==> config.mk <==
export PLATFORM = sky130hd
export DESIGN_NAME = if_id_decode
export DESIGN_NICKNAME = d
export VERILOG_FILES = /design/src/rtl/if_id_decode.sv
export SDC_FILE = /design/constraint.sdc
export NUM_CORES = 1
export LEC_CHECK = 0
export ABC_AREA = 1
export BUFFER_PORTS_ARGS = -buffer_cell sky130_fd_sc_hd__buf_2
export CAP_MARGIN = 20
export CELL_PAD_IN_SITES_DETAIL_PLACEMENT = 2
export CELL_PAD_IN_SITES_GLOBAL_PLACEMENT = 2
export CORE_MARGIN = 5
export CORE_UTILIZATION = 24
export CTS_CLUSTER_SIZE = 14
export DETAILED_ROUTE_END_ITERATION = 8
export PLACE_DENSITY_LB_ADDON = 0.1
export SLEW_MARGIN = 5
export SYNTH_ARGS = -nofsm -noshare
export SYNTH_HDL_FRONTEND = slang
export SYNTH_SLANG_ARGS = --single-unit
==> constraint.sdc <==
create_clock -name Clk -period 2.9 [get_ports Clk]
set_input_delay 0.435 -clock Clk [delete_from_list [all_inputs] [get_ports Clk]]
set_output_delay 0.435 -clock Clk [all_outputs]
set_load 0.005 [all_outputs]
==> src/rtl/if_id_decode.sv <==
// if_id_decode: IF/ID pipeline register, main decoder and load-use hazard detector.
// Latency: instruction captured at edge N is decoded combinationally after edge N and consumed by execute at edge N+1.
// Backpressure: raises Stall for one cycle on a load-use hazard (fetch holds PC, IF/ID holds, a bubble is issued); Flush squashes.
//
// Ports:
//   Clk, Rst (async, active-high)      clock and reset
//   Inst, PC, Flush                    fetched instruction, its address, control-hazard squash from execute
//   Stall                              load-use stall request to fetch
//   ID_Valid, ID_PC4, ID_Inst          IF/ID register contents
//   rs, rt, rd, shamt, funct, Imm_SExt decoded fields of ID_Inst
//   RegDst..Jump, ALUOp, Illegal       main control, forced to 0 on a bubble
//
// Build option: define HAZARD_DETECT_EN to enable the load-use tracking register and stall.
// Without it Stall is tied to 0 and software must schedule around load-use hazards.

module if_id_decode (
    input  logic        Clk,
    input  logic        Rst,
    input  logic [31:0] Inst,
    input  logic [31:0] PC,
    input  logic        Flush,
    output logic        Stall,
    output logic        ID_Valid,
    output logic [31:0] ID_PC4,
    output logic [31:0] ID_Inst,
    output logic [4:0]  rs,
    output logic [4:0]  rt,
    output logic [4:0]  rd,
    output logic [4:0]  shamt,
    output logic [5:0]  funct,
    output logic [31:0] Imm_SExt,
    output logic        RegDst,
    output logic        ALUSrc,
    output logic        MemtoReg,
    output logic        RegWrite,
    output logic        MemRead,
    output logic        MemWrite,
    output logic        Branch,
    output logic        Jump,
    output logic [1:0]  ALUOp,
    output logic        Illegal
);

    localparam logic [5:0] OP_RTYPE = 6'b000000;
    localparam logic [5:0] OP_LW    = 6'b100011;
    localparam logic [5:0] OP_SW    = 6'b101011;
    localparam logic [5:0] OP_BEQ   = 6'b000100;
    localparam logic [5:0] OP_ADDI  = 6'b001000;
    localparam logic [5:0] OP_J     = 6'b000010;

    // ---------------- IF/ID register ----------------
    logic [31:0] inst_q, inst_d;
    logic [31:0] pc4_q, pc4_d;
    logic        valid_q, valid_d;

    always_comb begin
        inst_d  = inst_q;
        pc4_d   = pc4_q;
        valid_d = valid_q;
        if (Flush) begin
            // Flush beats stall: the held instruction is on the wrong path.
            inst_d  = 32'd0;
            pc4_d   = 32'd0;
            valid_d = 1'b0;
        end else if (!Stall) begin
            inst_d  = Inst;
            pc4_d   = PC + 32'd4;   // wraps modulo 2^32
            valid_d = 1'b1;
        end
    end

    always_ff @(posedge Clk or posedge Rst) begin
        if (Rst) begin
            inst_q  <= 32'd0;
            pc4_q   <= 32'd0;
            valid_q <= 1'b0;
        end else begin
            inst_q  <= inst_d;
            pc4_q   <= pc4_d;
            valid_q <= valid_d;
        end
    end

    assign ID_Inst  = inst_q;
    assign ID_PC4   = pc4_q;
    assign ID_Valid = valid_q;

    // ---------------- field extraction ----------------
    logic [5:0] opcode;
    assign opcode   = inst_q[31:26];
    assign rs       = inst_q[25:21];
    assign rt       = inst_q[20:16];
    assign rd       = inst_q[15:11];
    assign shamt    = inst_q[10:6];
    assign funct    = inst_q[5:0];
    assign Imm_SExt = {{16{inst_q[15]}}, inst_q[15:0]};

    // ---------------- main decoder (ungated) ----------------
    logic       dec_regdst, dec_alusrc, dec_memtoreg, dec_regwrite;
    logic       dec_memread, dec_memwrite, dec_branch, dec_jump, dec_illegal;
    logic [1:0] dec_aluop;

    always_comb begin
        dec_regdst   = 1'b0;
        dec_alusrc   = 1'b0;
        dec_memtoreg = 1'b0;
        dec_regwrite = 1'b0;
        dec_memread  = 1'b0;
        dec_memwrite = 1'b0;
        dec_branch   = 1'b0;
        dec_jump     = 1'b0;
        dec_aluop    = 2'b00;
        dec_illegal  = 1'b0;
        case (opcode)
            OP_RTYPE: begin
                dec_regdst   = 1'b1;
                dec_regwrite = 1'b1;
                dec_aluop    = 2'b10;
            end
            OP_LW: begin
                dec_alusrc   = 1'b1;
                dec_memtoreg = 1'b1;
                dec_regwrite = 1'b1;
                dec_memread  = 1'b1;
            end
            OP_SW: begin
                dec_alusrc   = 1'b1;
                dec_memwrite = 1'b1;
            end
            OP_BEQ: begin
                dec_branch   = 1'b1;
                dec_aluop    = 2'b01;
            end
            OP_ADDI: begin
                dec_alusrc   = 1'b1;
                dec_regwrite = 1'b1;
            end
            OP_J: begin
                dec_jump     = 1'b1;
            end
            default: dec_illegal = 1'b1;
        endcase
    end

    // A bubble goes to execute when nothing live is held or when stalling.
    logic bubble;
    assign bubble = !valid_q || Stall;

    assign RegDst   = dec_regdst   & ~bubble;
    assign ALUSrc   = dec_alusrc   & ~bubble;
    assign MemtoReg = dec_memtoreg & ~bubble;
    assign RegWrite = dec_regwrite & ~bubble;
    assign MemRead  = dec_memread  & ~bubble;
    assign MemWrite = dec_memwrite & ~bubble;
    assign Branch   = dec_branch   & ~bubble;
    assign Jump     = dec_jump     & ~bubble;
    assign ALUOp    = dec_aluop    & {2{~bubble}};
    assign Illegal  = dec_illegal  & ~bubble;

`ifdef HAZARD_DETECT_EN
    // ---------------- load-use tracking ----------------
    // Mirrors what execute received on the last edge. Flush does not clear
    // it: the instruction issued alongside a flush still reaches execute.
    logic       ex_memread_q, ex_memread_d;
    logic [4:0] ex_rt_q, ex_rt_d;

    always_comb begin
        ex_memread_d = MemRead;
        ex_rt_d      = bubble ? 5'd0 : rt;
    end

    always_ff @(posedge Clk or posedge Rst) begin
        if (Rst) begin
            ex_memread_q <= 1'b0;
            ex_rt_q      <= 5'd0;
        end else begin
            ex_memread_q <= ex_memread_d;
            ex_rt_q      <= ex_rt_d;
        end
    end

    logic uses_rs, uses_rt;
    always_comb begin
        uses_rs = (opcode == OP_RTYPE) || (opcode == OP_LW) || (opcode == OP_SW) ||
                  (opcode == OP_BEQ)   || (opcode == OP_ADDI);
        uses_rt = (opcode == OP_RTYPE) || (opcode == OP_SW) || (opcode == OP_BEQ);
    end

    // Stall depends only on registered state and ID_Inst fields, never on
    // the gated controls, so there is no combinational loop through bubble.
    // $0 never carries a hazard since it is hardwired.
    assign Stall = valid_q && ex_memread_q && (ex_rt_q != 5'd0) &&
                   ((uses_rs && (rs == ex_rt_q)) || (uses_rt && (rt == ex_rt_q)));
`else
    assign Stall = 1'b0;
`endif

endmodule

==> impl_results.rst, run 1 <==
.. list-table::
   :header-rows: 1

   * - Metric
     - Value
   * - Max-cap violations
     - 0
   * - Worst-case headroom to the max-slew limit
     - between 50% and 60%
   * - Weighted congestion at the end of routability-driven global placement
     - 0.734
   * - Cell area after placement
     - 0.00420 sq mm
   * - Dominant cells by area after synthesis
     - sky130_fd_sc_hd__dfrtp_1 48%, sky130_fd_sc_hd__buf_4 13%, sky130_fd_sc_hd__nor2_1 11%, sky130_fd_sc_hd__nand2_1 7.0%, sky130_fd_sc_hd__inv_1 6.1%
   * - Antenna violations before repair
     - 0
   * - GR Util met3
     - between 4 and 5%
   * - Die boundary width
     - approximately 130 um
   * - Detailed-router iteration count before antenna repair
     - 4
   * - CTS max path bufs
     - 2
   * - Highest clock rate
     - between 400 and 500 MHz
   * - Core outline area
     - approximately 0.014 sq mm
   * - Overall track demand over capacity in global routing
     - 14.4%
   * - Power after layout
     - 2.43 mW
   * - Maximum VDD drop
     - ~350 uV
   * - Pin count of the biggest net entering global routing
     - between 40 and 50
   * - Number of clock buffers inserted by TritonCTS
     - 9
   * - Synthesized area per cell
     - approximately 8 sq um
   * - Path type of the worst setup path
     - flop to primary output
   * - WL per Instance
     - 15.6 um
   * - Leading area contributor after synthesis
     - sky130_fd_sc_hd__dfrtp_1
   * - Final number of setup-violating endpoints
     - 0
   * - Post-Route Utilization
     - approximately a third
   * - First-pass GRT wire length
     - around 18 mm
   * - Fraction of layout instances using a drive strength above 1
     - between 30% and 40%
   * - Clock transition time at the flip-flop clock pins of the worst setup and hold paths
     - ~0.05 ns
   * - Met2 track demand over resource in global routing
     - between 20 and 30%
   * - Placed wire-length estimate
     - around 10 mm
   * - Top-area cell type share of the netlist area
     - 47.5%
   * - Async S/R FF share, synth
     - 100%
   * - Congestion Overflow GR
     - 0
   * - Clock tree sinks
     - between 60 and 70
   * - Most instantiated flip-flop cell in the synthesis netlist
     - sky130_fd_sc_hd__dfrtp_1
   * - Run status
     - completed
   * - Synth-to-Final Area Change
     - 31.8%
   * - Final standard cell area without fillers
     - between 0.004 and 0.005 sq mm
   * - Peak-usage layer in the global routing report
     - met2
   * - Number of antenna-violating nets in the routed design
     - 0
   * - Mean number of vias per cell
     - between 4 and 5
   * - Number of nets in the finished design
     - approximately 650
   * - Worst endpoint data arrival time
     - around 1.6 ns
   * - Cell variety after synth
     - 27
   * - Count of input and output buffers
     - 200
   * - Post_cts resized
     - 0
   * - Final worst path period need
     - around 2.0 ns
   * - Initial cell density of the core
     - 24.5%
   * - IO Pins
     - 202
   * - Crit end category
     - primary output
   * - Standard-cell rows
     - between 40 and 50
   * - Number of inserted diodes
     - 0
   * - Yosys synthesis warning count
     - 0
   * - Total power density per cell area
     - about 540 mW/mm^2
   * - Sequential cell area fraction in the yosys report
     - a little under half
   * - Final Max Slew Viols
     - 0
   * - Flops & latches, synth
     - 65
   * - Buffers inserted during post-CTS setup optimization
     - 0
   * - Final Hold Violating Endpoints
     - 0
   * - Sort of element at the start of the critical path
     - flop
   * - DRC marker count from the first detailed-route iteration
     - 35
   * - Post-synthesis cell count
     - ~430
   * - Root Buffer Master
     - sky130_fd_sc_hd__clkbuf_16
   * - Detailed-route DRC error count
     - 0
   * - Unrepaired setup endpoints after global routing
     - no
   * - Routed Wire Length
     - roughly 12 mm
   * - Net count after synthesis
     - 500
   * - DR vias
     - around 3.2k
   * - Required @ worst endpoint
     - roughly 2.5 ns
   * - Mapped Area
     - between 0.003 and 0.004 sq mm
   * - Hold slack final
     - 0.206 ns
   * - Worst min path class
     - input port to async pin
   * - H-tree levels
     - 3
   * - Number of enable-type register cells in the synthesized netlist
     - 0
   * - Final period util
     - 69.8%
   * - Hold-fix buffers, CTS
     - 0
   * - Die footprint
     - approximately 0.017 sq mm
   * - Slew @ Worst Pin
     - around 0.7 ns
   * - Vias in the first global route
     - around 3.5k
   * - Final total negative setup slack
     - 0 ns
   * - Height of the chip
     - 129 um
   * - TritonCTS clock tree
     - done
   * - Global-route track usage on met1
     - between 10% and 20%
   * - Cell with the most instances after synthesis
     - sky130_fd_sc_hd__nor2_1
   * - Total leakage power
     - about 2.7 nW
   * - Max Fanout on Critical Path
     - 4
   * - Most frequent cells after synthesis
     - 100 x sky130_fd_sc_hd__nor2_1, 65 x sky130_fd_sc_hd__dfrtp_1, 64 x sky130_fd_sc_hd__nand2_1
==> registers in the layout, indices dropped and copies added, names as in the netlist <==
| signal | flops |
|---|---|
| ID_Valid | 1 |
| ID_PC4 | 32 |
| ID_Inst | 32 |
==> per-stage QoR <==
| stage | setup WS [ns] | std cells |
|---|---|---|
| 4_1_cts | 0.807 | 763 |
| 3_3_place_gp | 1.26 | 747 |
| 3_5_place_dp | 1.18 | 747 |
| 2_1_floorplan | 0.839 | 432 |
| 6_report | 0.876 | 763 |
| 5_1_grt | 0.691 | 763 |
==> layer usage <==
| metal | vias up | share of wire [%] |
|---|---|---|
| met3 | 9 | 9.1 |
| met4 | 0 | 0.91 |
| met2 | 125 | 55 |
| met1 | 1555 | 35 |
| li1 | 1532 | - |
| met5 | - | 0 |
==> cell usage in the layout (no fill, tap or decap), types with 3 or more instances in the layout <==
cell type | synthesis | layout
sky130_fd_sc_hd__a21oi_1 | 19 | 19
sky130_fd_sc_hd__and2_1 | 3 | 3
sky130_fd_sc_hd__buf_2 | 1 | 200
sky130_fd_sc_hd__clkbuf_16 | 0 | 9
sky130_fd_sc_hd__dfrtp_1 | 65 | 65
sky130_fd_sc_hd__inv_1 | 56 | 55
sky130_fd_sc_hd__nand2_1 | 64 | 64
sky130_fd_sc_hd__nand3_1 | 18 | 18
sky130_fd_sc_hd__nor2_1 | 100 | 100
sky130_fd_sc_hd__nor2_2 | 3 | 3
sky130_fd_sc_hd__nor2_4 | 7 | 7
sky130_fd_sc_hd__nor3_1 | 4 | 4
sky130_fd_sc_hd__o21ai_0 | 8 | 8
==> kinds of logic (layout without fill, tap and decap cells) <==
group                    count (synthesis)  after routing  share of synthesized area [%]
AND/OR/NAND/NOR                        207            207                           26.4
AO/OA/AOI/OAI                           32             32                           4.83
XOR/XNOR                                 1              1                          0.256
other                                    1              1                          0.110
adder cells (fa/ha/maj)                  1              1                          0.366
buffers and inverters                  125            276                           20.4
flip-flops                              65             65                           47.5
==> critical path: stages, from the launching register on <==
cell                      delay [ns]
sky130_fd_sc_hd__dfrtp_1        0.39
sky130_fd_sc_hd__nor2_1         0.15
sky130_fd_sc_hd__nand2_1        0.07
sky130_fd_sc_hd__nor2_1         0.21
sky130_fd_sc_hd__nand2_1        0.12
sky130_fd_sc_hd__nor2_1         0.15
sky130_fd_sc_hd__buf_2          0.15
==> report_power, final <==
part	internal [mW]	switching [mW]	leakage, nW
logic	0.132	0.182	1.67
clock network	0.751	0.391	0.146
registers	0.955	0.0237	0.836
total	1.84	0.597	2.65
==> cell type report <==
cell class / count / area [sq um]
repair buffers: 203 / 1040
clock inverters: 5 / 80.1
fillers: 1663 / 9430
well taps: 180 / 225
multi-input cells: 242 / 1090
inverters: 57 / 214
flip-flops and latches: 65 / 1630
clock buffers: 11 / 233
==> path summary, 6_finish.rpt <==
path                        startpoint           to  slack, ns  cells past startpoint
max                        ID_Inst[31]       Branch       0.88                      6
min                                Rst  ID_Inst[10]       0.21                      2
max in group asynchronous          Rst   ID_PC4[13]       2.05                      3
min in group Clk               Inst[0]   ID_Inst[0]       0.30                      3
(Power assumes the default switching activity.)
==> run 2: changes to the inputs <==
ABC_AREA = 0   (was 1)
CORE_UTILIZATION = 23   (was 24)
clock period = 2 ns   (was 2.9 ns; I/O delays follow)
==> run 2 against run 1 <==
Compared with the run above:
- routed wire length decreased by 12%
- global-route usage decreased by 1.7 points
- sequential cell count unchanged
- design area decreased by 4.3%
- synthesized cell count decreased by 26%
- critical path type unchanged
- critical endpoint is now RegWrite
- largest cell class unchanged
- highest routed layer unchanged
==> impl_results.rst, run 2 <==
.. list-table::
   :header-rows: 1

   * - Metric
     - Value
   * - Leading cell types in the layout, fill and taps excluded
     - 200 x sky130_fd_sc_hd__buf_2, 64 x sky130_fd_sc_hd__dfrtp_1, 35 x sky130_fd_sc_hd__nor2b_1, 18 x sky130_fd_sc_hd__nor2_1, 15 x sky130_fd_sc_hd__a21oi_1
   * - Worst endpoint data arrival time
     - ~1.6 ns
   * - Most instantiated flip-flop cell in the synthesis netlist
     - sky130_fd_sc_hd__dfrtp_1
   * - Net count after synthesis
     - 386
   * - Most common cell after layout, fill and taps aside
     - sky130_fd_sc_hd__buf_2
   * - Run status
     - completed
   * - Flops & latches, synth
     - 65
   * - Final total negative setup slack
     - 0 ns
   * - Post-synthesis cell count
     - ~320
   * - Mean number of vias per cell
     - roughly 4.3
   * - FF/Latch Area
     - around 0.0016 sq mm
   * - Cell variety after synth
     - 34
   * - Pin count of the biggest net entering global routing
     - 66
   * - Post-Route Utilization
     - a little under a third
   * - Routed Wire Length
     - around 11 mm
   * - Total leakage power
     - approximately 2.3 nW
   * - Unrepaired setup endpoints after global routing
     - no
   * - Count of input and output buffers
     - 200
   * - Overall track demand over capacity in global routing
     - around an eighth
   * - Clock tree sinks
     - 65
   * - Yosys synthesis warning count
     - 0
   * - Mapped Area
     - between 0.003 and 0.004 sq mm
   * - Number of nets in the finished design
     - roughly 530
   * - Number of clock buffers inserted by TritonCTS
     - 9
   * - Final worst slack
     - approximately 0.096 ns
   * - H-tree levels
     - 3
   * - Max Fanout on Critical Path
     - 5
   * - DRT met1 WL
     - approximately 4.2 mm
   * - Sequential cell area fraction in the yosys report
     - 50.7%
   * - Cells traversed along the worst timing path
     - nand2b_4, or3_4, o21ai_1, and2_1, buf_2
   * - Dominant cells by area after synthesis
     - sky130_fd_sc_hd__dfrtp_1 51%, sky130_fd_sc_hd__buf_4 14%, sky130_fd_sc_hd__nor2b_1 6.8%, sky130_fd_sc_hd__a21oi_1 2.3%, sky130_fd_sc_hd__xor2_1 2.2%
   * - Placed wire-length estimate
     - just over 8 mm
   * - Height of the chip
     - between 100 and 150 um
   * - Hold-fix buffers, CTS
     - 0
   * - Total power density per cell area
     - ~750 mW/mm^2
   * - Maximum VDD drop
     - roughly 260 uV
   * - Detailed-router iteration count before antenna repair
     - 4
   * - Vias in the first global route
     - ~3k
   * - WL per Instance
     - about 16 um
   * - Worst min path class
     - input port to async pin
   * - Met3 Wirelength
     - roughly 820 um
   * - Standard-cell rows
     - 43
   * - Top-area cell type share of the netlist area
     - between 50% and 60%
   * - Die footprint
     - between 0.015 and 0.02 sq mm
   * - Max Used Layer
     - met4
   * - Detailed-routed wire length on met2
     - around 5.3 mm
   * - Placement-stage worst setup slack
     - approximately 0.059 ns
   * - Async S/R FF share, synth
     - 100%
   * - Path type of the worst setup path
     - flop to primary output
   * - Final Hold Violating Endpoints
     - 0
   * - Clock transition time at the flip-flop clock pins of the worst setup and hold paths
     - about 0.060 ns
   * - Crit end category
     - primary output
   * - DR vias
     - roughly 2.8k
   * - Leading area contributor after synthesis
     - sky130_fd_sc_hd__dfrtp_1
   * - Filler instances
     - ~1.6k
   * - Final Max Slew Viols
     - 0
   * - Number of inserted diodes
     - 0
   * - Weighted congestion at the end of routability-driven global placement
     - around 0.71
   * - Cell with the most instances after synthesis
     - sky130_fd_sc_hd__dfrtp_1
   * - IO Pins
     - slightly above 200
   * - Largest stage delay on the critical path
     - just under 0.4 ns
   * - Highest clock rate
     - approximately 530 MHz
   * - Final number of setup-violating endpoints
     - 0
   * - Number of antenna-violating nets in the routed design
     - 0
   * - Fraction of layout instances using a drive strength above 1
     - 50.0%
   * - Initial cell density of the core
     - 23.3%
   * - TritonCTS clock tree
     - done
   * - Synth-to-Final Area Change
     - 34.6%
   * - Detailed-route DRC error count
     - 0
   * - Root Buffer Master
     - sky130_fd_sc_hd__clkbuf_16
   * - DRC marker count from the first detailed-route iteration
     - 29
   * - Max-cap violations
     - 0
   * - Power after layout
     - between 3 and 4 mW
   * - Required @ worst endpoint
     - around 1.7 ns
   * - Final worst path period need
     - approximately 1.9 ns
   * - Congestion Overflow GR
     - 0
   * - CTS max path bufs
     - 2
   * - Area of combinational cells with multiple inputs
     - between 0.001 and 0.0015 sq mm
   * - Die boundary width
     - approximately 130 um
   * - Library cell contributing the largest single delay on the critical path
     - sky130_fd_sc_hd__dfrtp_1
   * - Final std cells w/o fill
     - 650
   * - Core outline area
     - 0.0138 sq mm
   * - Antenna violations before repair
     - 0
   * - Most frequent cells after synthesis
     - 65 x sky130_fd_sc_hd__dfrtp_1, 61 x sky130_fd_sc_hd__buf_4, 35 x sky130_fd_sc_hd__nor2b_1
   * - Cell total after placement
     - between 600 and 700
   * - Synthesized area per cell
     - approximately 10 sq um
   * - Final period util
     - 95.2%
   * - First-pass GRT wire length
     - between 15 and 20 mm
   * - Sort of element at the start of the critical path
     - flop
   * - Number of enable-type register cells in the synthesized netlist
     - 0
[run 2: cell count changes in the layout (fill, tap and decap cells not counted), sizes merged, moves of 7 or more]
cell and delta:
buf +8, inv -54, nand2 -55, nand4 +7, nor2 -92, nor2b +35, or3 +9, or4 +7
xor2 +7
[run 2: cell families after synthesis]
kind of cell / Yosys count / share of synthesized area (%)
fa+ha+maj: 1 / 0.390
xor+xnor: 11 / 3.01
compound gates: 38 / 7.06
other cells: 1 / 0.117
flops: 65 / 50.7
simple gates: 125 / 22.4
buf+inv: 77 / 16.2
[run 2: cell type report]
class	instances	share of cell area (%)
multi-input cells	176	25.1
inverters	3	0.261
flip-flops and latches	65	37.7
repair buffers	211	25.7
well taps	180	5.22
clock buffers	9	5.22
clock inverters	6	0.841
[run 2: worst paths after layout]
kind                       cells past startpoint   startpoint  slack (ns)           to
min                                            3          Rst        0.04   ID_Inst[3]
max                                            5  ID_Inst[28]         0.1     RegWrite
max in group asynchronous                      3          Rst        1.65  ID_Inst[27]
min in group Clk                               2        PC[2]        0.18    ID_PC4[2]
[run 2: report_power, final]
group	leakage, nW	switching (mW)	internal [mW]
Clock	0.131	0.572	0.822
Sequential	0.835	0.0381	1.39
Combinational	1.29	0.223	0.207
Total	2.26	0.833	2.41
[run 2: critical path: cells and delay by family (launching register included)]
| kind | cells | cell delay [ns] |
|---|---|---|
| simple gates | 3 | 0.66 |
| flops | 1 | 0.39 |
| buf+inv | 1 | 0.11 |
| compound gates | 1 | 0.12 |
[run 2: per-layer routing]
| layer | track usage [%] | up-vias |
|---|---|---|
| li1 | - | 1316 |
| met1 | 14.4 | 1356 |
| met2 | 21.7 | 107 |
| met3 | 4.17 | 10 |
| met4 | 5.49 | 0 |
| met5 | 0 | - |
[run 2: through the flow]
step	hold slack [ns]	area, sq um
after floorplan	0.361	3210
after global placement	0.407	4020
after detailed placement	0.412	4020
after CTS	0.0406	4300
after global routing	0.0644	4320
final	0.0352	4320
[run 2: what timing repair did]
item                       CTS  global route
setup endpoints to repair    3             4
resized for setup            1             5
buffers inserted             1             0
==> run 3: changes to the inputs <==
CORE_ASPECT_RATIO = 1.4   (was unset)
==> run 3 against run 2 <==
Compared with the run above:
- combinational power is essentially flat
- maximum frequency grew 0.41%
- core utilization is essentially flat
- routed wire length grew 3.5%
- sequential cell count is the same
- die area grew 0.20%
- first-iteration DRC count grew 76%
==> impl_results.rst, run 3 (synthesized netlist as in run 2, its figures left out) <==
.. list-table::
   :header-rows: 1

   * - Metric
     - Value
   * - Run status
     - completed
   * - Weighted congestion at the end of routability-driven global placement
     - around 0.71
   * - Fraction of layout instances using a drive strength above 1
     - slightly below 50%
   * - Core outline area
     - ~0.014 sq mm
   * - First-pass GRT wire length
     - 16.4 mm
   * - Final Hold Violating Endpoints
     - 0
   * - Final period util
     - between 90% and 100%
   * - Final worst path period need
     - between 1.5 and 2 ns
   * - Cells traversed along the worst timing path
     - nand2b_1, or3_4, o21ai_1, and2_1, buf_2
   * - Max-cap violations
     - 0
   * - Antenna violations before repair
     - 0
   * - Synth-to-Final Area Change
     - 34.7%
   * - Number of antenna-violating nets in the routed design
     - 0
   * - Standard-cell rows
     - 51
   * - Count of input and output buffers
     - 200
   * - Vias in the first global route
     - approximately 3.0k
   * - Required @ worst endpoint
     - approximately 1.7 ns
   * - Detailed-route DRC error count
     - 0
   * - Pin count of the biggest net entering global routing
     - 66
   * - Root Buffer Master
     - sky130_fd_sc_hd__clkbuf_16
   * - Path type of the worst setup path
     - flop to primary output
   * - Final worst slack
     - 0.104 ns
   * - Clock transition time at the flip-flop clock pins of the worst setup and hold paths
     - ~0.06 ns
   * - Number of buffer and inverter stages on the critical path
     - 1
   * - Final number of setup-violating endpoints
     - 0
   * - Maximum VDD drop
     - about 320 uV
   * - Detailed-router iteration count before antenna repair
     - 4
   * - Total leakage power
     - roughly 2.2 nW
   * - Placement-stage worst setup slack
     - between 0.08 and 0.09 ns
   * - Largest stage delay on the critical path
     - ~0.38 ns
   * - Routed Wire Length
     - 10.9 mm
   * - Final std cells w/o fill
     - 653
   * - Leading cell types in the layout, fill and taps excluded
     - 200 x sky130_fd_sc_hd__buf_2, 65 x sky130_fd_sc_hd__dfrtp_1, 35 x sky130_fd_sc_hd__nor2b_1, 18 x sky130_fd_sc_hd__nor2_1, 15 x sky130_fd_sc_hd__a21oi_1
   * - Crit end category
     - primary output
   * - TritonCTS clock tree
     - done
   * - Die boundary width
     - around 110 um
   * - Die footprint
     - between 0.015 and 0.02 sq mm
   * - Congestion Overflow GR
     - 0
   * - Unrepaired setup endpoints after global routing
     - no
   * - WL per Instance
     - 16.7 um
   * - Worst min path class
     - input port to async pin
   * - Power after layout
     - between 3 and 4 mW
   * - Cell total after placement
     - roughly 640
   * - DRC marker count from the first detailed-route iteration
     - 51
   * - Number of inserted diodes
     - 0
   * - Final Max Slew Viols
     - 0
   * - Overall track demand over capacity in global routing
     - 13.1%
   * - H-tree levels
     - 3
   * - Number of clock buffers inserted by TritonCTS
     - 9
   * - Most common cell after layout, fill and taps aside
     - sky130_fd_sc_hd__buf_2
   * - Number of nets in the finished design
     - ~530
   * - Max Fanout on Critical Path
     - 5
   * - Total power density per cell area
     - roughly 770 mW/mm^2
   * - CTS max path bufs
     - 2
   * - Highest clock rate
     - between 500 and 600 MHz
   * - Library cell contributing the largest single delay on the critical path
     - sky130_fd_sc_hd__dfrtp_1
   * - IO Pins
     - between 200 and 250
   * - Cell family with the largest share of critical-path delay
     - simple AND/OR/NAND/NOR gates
   * - Worst endpoint data arrival time
     - between 1.5 and 2 ns
   * - DR vias
     - ~2.8k
   * - Mean number of vias per cell
     - around 4.3
   * - Placed wire-length estimate
     - between 8 and 9 mm
   * - Initial cell density of the core
     - 23.3%
   * - Final total negative setup slack
     - 0 ns
   * - Clock tree sinks
     - 65
   * - Height of the chip
     - 150 um
   * - Sort of element at the start of the critical path
     - flop
## run 3: final cells by class
| type | count | area, sq um |
|---|---|---|
| Clock inverter | 2 | 12.5 |
| Tap cell | 185 | 231 |
| Multi-Input combinational cell | 176 | 1070 |
| Clock buffer | 13 | 270 |
| Inverter | 3 | 11.3 |
| Fill cell | 1629 | 9460 |
| Timing Repair Buffer | 209 | 1090 |
| Sequential cell | 65 | 1630 |
## run 3: worst paths after layout
kind	start	endpoint	slack, ns	depth (start not counted)
setup / recovery	ID_Inst[28]	RegWrite	0.10	5
min in group Clk	PC[2]	ID_PC4[2]	0.19	2
hold / removal	Rst	ID_Inst[0]	0.06	3
max in group asynchronous	Rst	ID_PC4[23]	1.66	3
## run 3: per-stage QoR
step	hold WS [ns]	instance area (sq um)	utilization (%)
final	0.0576	4320	31.3
after global routing	0.0755	4320	31.3
after CTS	0.0602	4310	31.3
after detailed placement	0.413	4010	29.1
after global placement	0.416	4010	29.1
after floorplan	0.361	3210	-
## run 3: timing repair
action / CTS / global route
buffers inserted: 1 / 0
endpoints found under the setup margin: 5 / 3
pin swaps: 0 / 1
endpoints found under the hold margin: 0 / 0
gates resized for setup: 3 / 2
hold buffers: 0 / 0
## run 3: power by group
| group | leakage, nW | internal, mW | total (mW) | switching (mW) |
|---|---|---|---|---|
| clock | 0.138 | 0.931 | 1.47 | 0.543 |
| combinational | 1.28 | 0.203 | 0.429 | 0.226 |
| sequential | 0.836 | 1.39 | 1.42 | 0.0368 |
## run 3: metal layers
| metal | track usage [%] | share of wire (%) | wire (um) |
|---|---|---|---|
| met5 | 0 | 0 | 0 |
| met1 | 14.1 | 37 | 4050 |
| met3 | 4.36 | 9.0 | 983 |
| met2 | 24.0 | 53 | 5750 |
| met4 | 3.74 | 1.1 | 119 |
